File: config.mk
export PLATFORM = sky130hd
export DESIGN_NAME = uart_tx_ctrl
export DESIGN_NICKNAME = d
export VERILOG_FILES = /design/src/rtl/uart_tx_ctrl.sv
export SDC_FILE = /design/constraint.sdc
export NUM_CORES = 1
export LEC_CHECK = 0
export CAP_MARGIN = 20
export CORE_MARGIN = 10
export CORE_UTILIZATION = 45
export CTS_CLUSTER_SIZE = 28
export DETAILED_ROUTE_END_ITERATION = 12
export PLACE_DENSITY = 0.87
export SYNTH_ARGS = -nofsm -noshare
export SYNTH_HDL_FRONTEND = slang
export SYNTH_SLANG_ARGS = --single-unit
File: constraint.sdc
create_clock -name clk -period 2.7 [get_ports clk]
set_input_delay 0.27 -clock clk [delete_from_list [all_inputs] [get_ports clk]]
set_output_delay 0.27 -clock clk [all_outputs]
set_load 0.1 [all_outputs]
File: src/rtl/uart_tx_ctrl.sv
// UART transmit sequencer: byte handshake, baud pacing and frame control for the tsr.
// Optional parity bit is enabled by defining UART_TX_PARITY_EN.
module uart_tx_ctrl #(
    parameter int WIDTH        = 8,
    parameter int CLKS_PER_BIT = 16,
    parameter int ODD_PARITY   = 0
) (
    input  logic             clk,
    input  logic             rst_n,
    input  logic             tx_valid,
    input  logic [WIDTH-1:0] tx_data,
    output logic             tx_ready,
    output logic             busy,
    output logic [WIDTH-1:0] tsr_d_in,
    output logic             tsr_ld_sh,
    output logic             tsr_en,
    input  logic             tsr_d_out,
    output logic             txd
);

    localparam int CW = (CLKS_PER_BIT > 1) ? $clog2(CLKS_PER_BIT) : 1;
    localparam int BW = (WIDTH > 1) ? $clog2(WIDTH) : 1;
    localparam logic [CW-1:0] BAUD_MAX = CW'(CLKS_PER_BIT - 1);
    localparam logic [BW-1:0] BIT_MAX  = BW'(WIDTH - 1);

`ifdef UART_TX_PARITY_EN
    typedef enum logic [2:0] {IDLE, START, DATA, PARITY, STOP} state_e;
`else
    typedef enum logic [1:0] {IDLE, START, DATA, STOP} state_e;
`endif

    state_e        state_q, state_d;
    logic [CW-1:0] baud_q, baud_d;
    logic [BW-1:0] bit_q, bit_d;
    logic          bit_end;

`ifdef UART_TX_PARITY_EN
    logic par_q, par_d;
`endif

    assign tsr_d_in = tx_data;
    assign bit_end  = (baud_q == BAUD_MAX);
    assign tx_ready = (state_q == IDLE);
    assign busy     = ~tx_ready;

    // State, baud and bit counters
    always_ff @(posedge clk or negedge rst_n) begin
        if (!rst_n) begin
            state_q <= IDLE;
            baud_q  <= '0;
            bit_q   <= '0;
`ifdef UART_TX_PARITY_EN
            par_q   <= 1'b0;
`endif
        end else begin
            state_q <= state_d;
            baud_q  <= baud_d;
            bit_q   <= bit_d;
`ifdef UART_TX_PARITY_EN
            par_q   <= par_d;
`endif
        end
    end

    // Next-state, counter updates and tsr load/shift strobes
    always_comb begin
        state_d   = state_q;
        baud_d    = baud_q;
        bit_d     = bit_q;
        tsr_en    = 1'b0;
        tsr_ld_sh = 1'b0;
`ifdef UART_TX_PARITY_EN
        par_d     = par_q;
`endif
        unique case (state_q)
            IDLE: begin
                baud_d = '0;
                bit_d  = '0;
                if (tx_valid) begin
                    tsr_en    = 1'b1;
                    tsr_ld_sh = 1'b1;
                    state_d   = START;
`ifdef UART_TX_PARITY_EN
                    par_d     = (^tx_data) ^ (ODD_PARITY != 0);
`endif
                end
            end
            START: begin
                if (bit_end) begin
                    baud_d  = '0;
                    bit_d   = '0;
                    state_d = DATA;
                end else begin
                    baud_d = baud_q + 1'b1;
                end
            end
            DATA: begin
                if (bit_end) begin
                    tsr_en = 1'b1;
                    baud_d = '0;
                    if (bit_q != BIT_MAX) begin
                        bit_d = bit_q + 1'b1;
                    end else begin
`ifdef UART_TX_PARITY_EN
                        state_d = PARITY;
`else
                        state_d = STOP;
`endif
                    end
                end else begin
                    baud_d = baud_q + 1'b1;
                end
            end
`ifdef UART_TX_PARITY_EN
            PARITY: begin
                if (bit_end) begin
                    baud_d  = '0;
                    state_d = STOP;
                end else begin
                    baud_d = baud_q + 1'b1;
                end
            end
`endif
            STOP: begin
                if (bit_end) begin
                    baud_d  = '0;
                    state_d = IDLE;
                end else begin
                    baud_d = baud_q + 1'b1;
                end
            end
            default: begin
                state_d = IDLE;
                baud_d  = '0;
                bit_d   = '0;
            end
        endcase
    end

    // Serial line level decoded from the registered state
    always_comb begin
        txd = 1'b1;
        unique case (state_q)
            IDLE:   txd = 1'b1;
            START:  txd = 1'b0;
            DATA:   txd = tsr_d_out;
`ifdef UART_TX_PARITY_EN
            PARITY: txd = par_q;
`endif
            STOP:   txd = 1'b1;
            default: txd = 1'b1;
        endcase
    end

endmodule
# Word-level counts from Yosys, hierarchy flattened
# Cells that the tools add are included.
# totals
reg_bits,9
out_inout_bits,13
elab_cells,40
# op_classes
n_addsub,2
eq_ne,11
n_mux,17
n_bitwise,1
n_reduce_logical,6
# ops
operator,n
$ne 2x2->1 const B,6
$mux 2,5
$mux 3,3
$pmux 3 s3,1
$pmux 2 s4,1
$pmux 4 s2,1
$reduce_and 5->1,1
$add 4x1->4 const B,1
$eq 2x2->1 const B,2
$eq 4x4->1 const B,1
$mux 4,1
$reduce_and 4->1,1
$add 3x1->3 const B,1
$mux 1,3
$ne 3x3->1 const B,1
$pmux 1 s3,1
$reduce_bool 3->1,1
$reduce_or 3->1,1
$eq 2x1->1 const B,1
$logic_not 2->1,1
$pmux 1 s2,1
$reduce_or 2->1,1
$not 1->1,1

# Longest topological paths before layout
# depth
depth_word,4
ltp_mapped,6

# Worst setup path after synthesis
# Ideal clock, no wire load.
# synth_path
kind,register -> output
from,reg state_q[0]
to,out tsr_en
arrival_time_ns,2.769
required_time_ns,2.430
slack_ns,-0.339
stages_incl_launch_ff,5
cell_sequence,dfrtp_1 inv_1 ha_1 and2_1 a21o_2
# synth_via
elab_chain_len,2
# synth_rtl
element,line_no,rtl
"start, declared",32,"state_e state_q, state_d;"
"start signal, assigned",56,state_q <= state_d;
$logic_not 2->1,--,
via tx_ready,12,"output logic tx_ready,"
$pmux 1 s2,75,unique case (state_q)
"end, declared",16,"output logic tsr_en,"
# The timed path passes the listed nets, and every way through them passes these cells.

# Final worst setup path
# layout_path
from,reg baud_q[0]
to,out tsr_en
# layout_via
elab_chain_len,3
# layout_rtl
element,line_no,rtl
"start, declared",33,"logic [CW-1:0] baud_q, baud_d;"
"start signal, assigned",57,baud_q <= baud_d;
$eq 4x4->1,42,assign bit_end = (baud_q == BAUD_MAX);
$mux 1,98,if (bit_end) begin
$pmux 1 s2,75,
# Every way passes these cells.

==> summary.md <==
| Metric | Value |
|---|---|
| Post-CTS Hold Fix Bufs | `0` |
| Slew HR | `0.7211` |
| Number of placed I/O pins | `25` |
| Initial drt markers | `8` |
| Synth warn | `0` |
| Worst Max-Slew Pin Slew | `417.0 ps` |
| Crit. End Element | `primary output` |
| Gr usage total | `0.08427` |
| Max cap viols | `0` |
| DR WL/cell | `15.20 um` |
| TritonCTS clock tree | `yes` |
| Crit-path cells | `ha_1 > and3_1 > a21o_2 > buf_4` |
| Sequential area share after synthesis | `0.3422` |
| Die height | `58.24 um` |
| Setup Fix Bufs, Post-CTS | `0` |
| Slowest stage delay, CP | `410 ps` |
| Worst EP arrival | `1650 ps` |
| EDFF count, synth | `0` |
| Post-Synthesis Cell Area | `658.1 um^2` |
| Total global routing overflow | `0` |
| Max Freq | `521.1 MHz` |
| Final setup viols | `0` |
| CP startpoint kind | `register` |
| Worst-path clk slew | `70 ps` |
| Most frequent cells in the layout | `dfrtp_1, inv_1, ha_1` |
| Synth area leaders | `dfrtp_1, ha_1, buf_4` |
| Async S/R FF share, synth | `1.000` |
| Final hold violation count | `0` |
| P&R area growth vs syn | `6.274%` |
| IO Port Bufs | `8` |
| Commonest non-fill, non-tap cell in the layout | `dfrtp_1` |
| DR DRC count | `0` |
| Worst Hold Class | `in -> async` |
| Unrepaired setup endpoints after global routing | `false` |
| Fin Setup TNS | `0 ps` |
| Main flop type after synthesis | `dfrtp_1` |
| Unique masters post-synth | `26` |
| Dpl hpwl | `1.014 mm` |
| Vias per Instance | `5.560` |
| CTS Buf Count | `3` |
| First-pass GRT wire length | `2.201 mm` |
| Vias | `467` |
| Critical path type | `reg -> out` |
| Die X | `58.24 um` |
| Largest buffer count on any clock path | `2` |
| Syn Nets | `88` |
| Final weighted congestion in routability-driven placement | `0.8953` |
| Final period utilization | `0.7108` |
| Slew Viols, Final | `0` |
| Final ANT Viol Nets | `0` |
| Synthesized instance count | `67` |
| Initial antenna violation count | `0` |
| Skew final | `8.223 ps` |
| Cell taking the most area after synthesis | `dfrtp_1` |
| TritonRoute pass-1 iters | `4` |
| H-tree levels | `1` |
| Vias in the first global route | `486` |
| # resized after CTS | `0` |
| Largest driver fanout on the critical path | `7` |
| Clock root buffer | `clkbuf_4` |
| Core Box Area | `1334 um^2` |
| Clk_lat worst skew | `270 ps` |
| Max stage delay cell, worst path | `dfrtp_1` |
| Drt total wl | `1.277 mm` |
| Layout net count | `91` |
| Syn avg cell area | `9.823 um^2` |
| Die area | `3392 um^2` |
| Yosys reg bits | `9` |
| Largest net degree at the start of global routing | `10` |
| Fin crit period | `1919 ps` |
| Antenna cell count | `0` |
| Top cell type's share of synthesized area | `0.3422` |
| Status | `finished, final reports clean` |
| Clock Sink Count | `9` |
| Critical Path RT | `2430 ps` |
| Std cell rows | `13` |
| Share of cells above drive strength 1 | `0.2029` |
| Initial core utilization | `0.4934` |
cell usage after synthesis (2+ instances only):
| library cell | count |
|---|---|
| a21oi_1 | 3 |
| dfrtp_1 | 9 |
| buf_4 | 8 |
| nor3_1 | 2 |
| ha_1 | 9 |
| nand3_1 | 5 |
| inv_1 | 8 |
| o221ai_1 | 2 |
| nor2_1 | 4 |
critical path, delay by kind of cell, from the launching register on:
| family | cells | cell delay [ps] |
|---|---|---|
| buffers and inverters | 1 | 220 |
| adders and majority gates | 1 | 250 |
| and+or+nand+nor | 1 | 270 |
| AOI/OAI and AO/OA | 1 | 230 |
| DFF | 1 | 410 |
final cells by class:
cell class / count / area [um^2]
Fill cell: 125 / 634.4
Multi-Input combinational cell: 40 / 331.6
Sequential cell: 9 / 225.2
Timing Repair Buffer: 8 / 67.56
Inverter: 8 / 30.03
Clock buffer: 4 / 26.28
Tap cell: 15 / 18.77
layer usage:
metal	up-vias	GRT usage	wire length (um)
li1	227	-	-
met1	222	0.08795	515
met2	16	0.1396	668
met3	2	0.04793	85
met4	0	0.02685	8
met5	-	0	0
registers in the layout, summed over array words and instances (netlist names):
| signal | flops |
|---|---|
| baud_q | 4 |
| state_q | 2 |
| bit_q | 3 |
cell families after synthesis:
group           synth area share
xor+xnor                 0.01331
compound gates            0.1578
mux                      0.02281
simple gates              0.1331
fa+ha+maj                 0.1711
buf+inv                   0.1597
flops                     0.3422
path summary, 6_finish.rpt:
kind	start	to	slack, ps	cells after the start
worst min-delay path	rst_n	state_q[1]$_DFFE_PN0P_	300	1
max in group asynchronous	rst_n	state_q[0]$_DFFE_PN0P_	2100	1
worst min register to register	baud_q[0]$_DFF_PN0_	baud_q[0]$_DFF_PN0_	500	1
worst max-delay path	baud_q[0]$_DFF_PN0_	tsr_en	780	4
min in group clk	baud_q[0]$_DFF_PN0_	baud_q[0]$_DFF_PN0_	500	1
worst max register to register	state_q[1]$_DFFE_PN0P_	state_q[1]$_DFFE_PN0P_	940	5
metrics by stage:
stage               worst slack (ps)  cells  utilization  area [um^2]  hold slack, ps
global route                   700.9     84       0.5244        699.4           318.0
floorplan                      173.6     67            -        661.9          -25.59
global placement                1032     80       0.5047        673.1           477.4
finish                         780.8     84       0.5244        699.4           301.0
detailed placement             949.7     80       0.5047        673.1           490.9
CTS                            777.1     84       0.5244        699.4           310.6
Power is left out: the tool's default activity adds up to more than one toggle a clock period on the data nets, which glitch-free logic cannot reach.
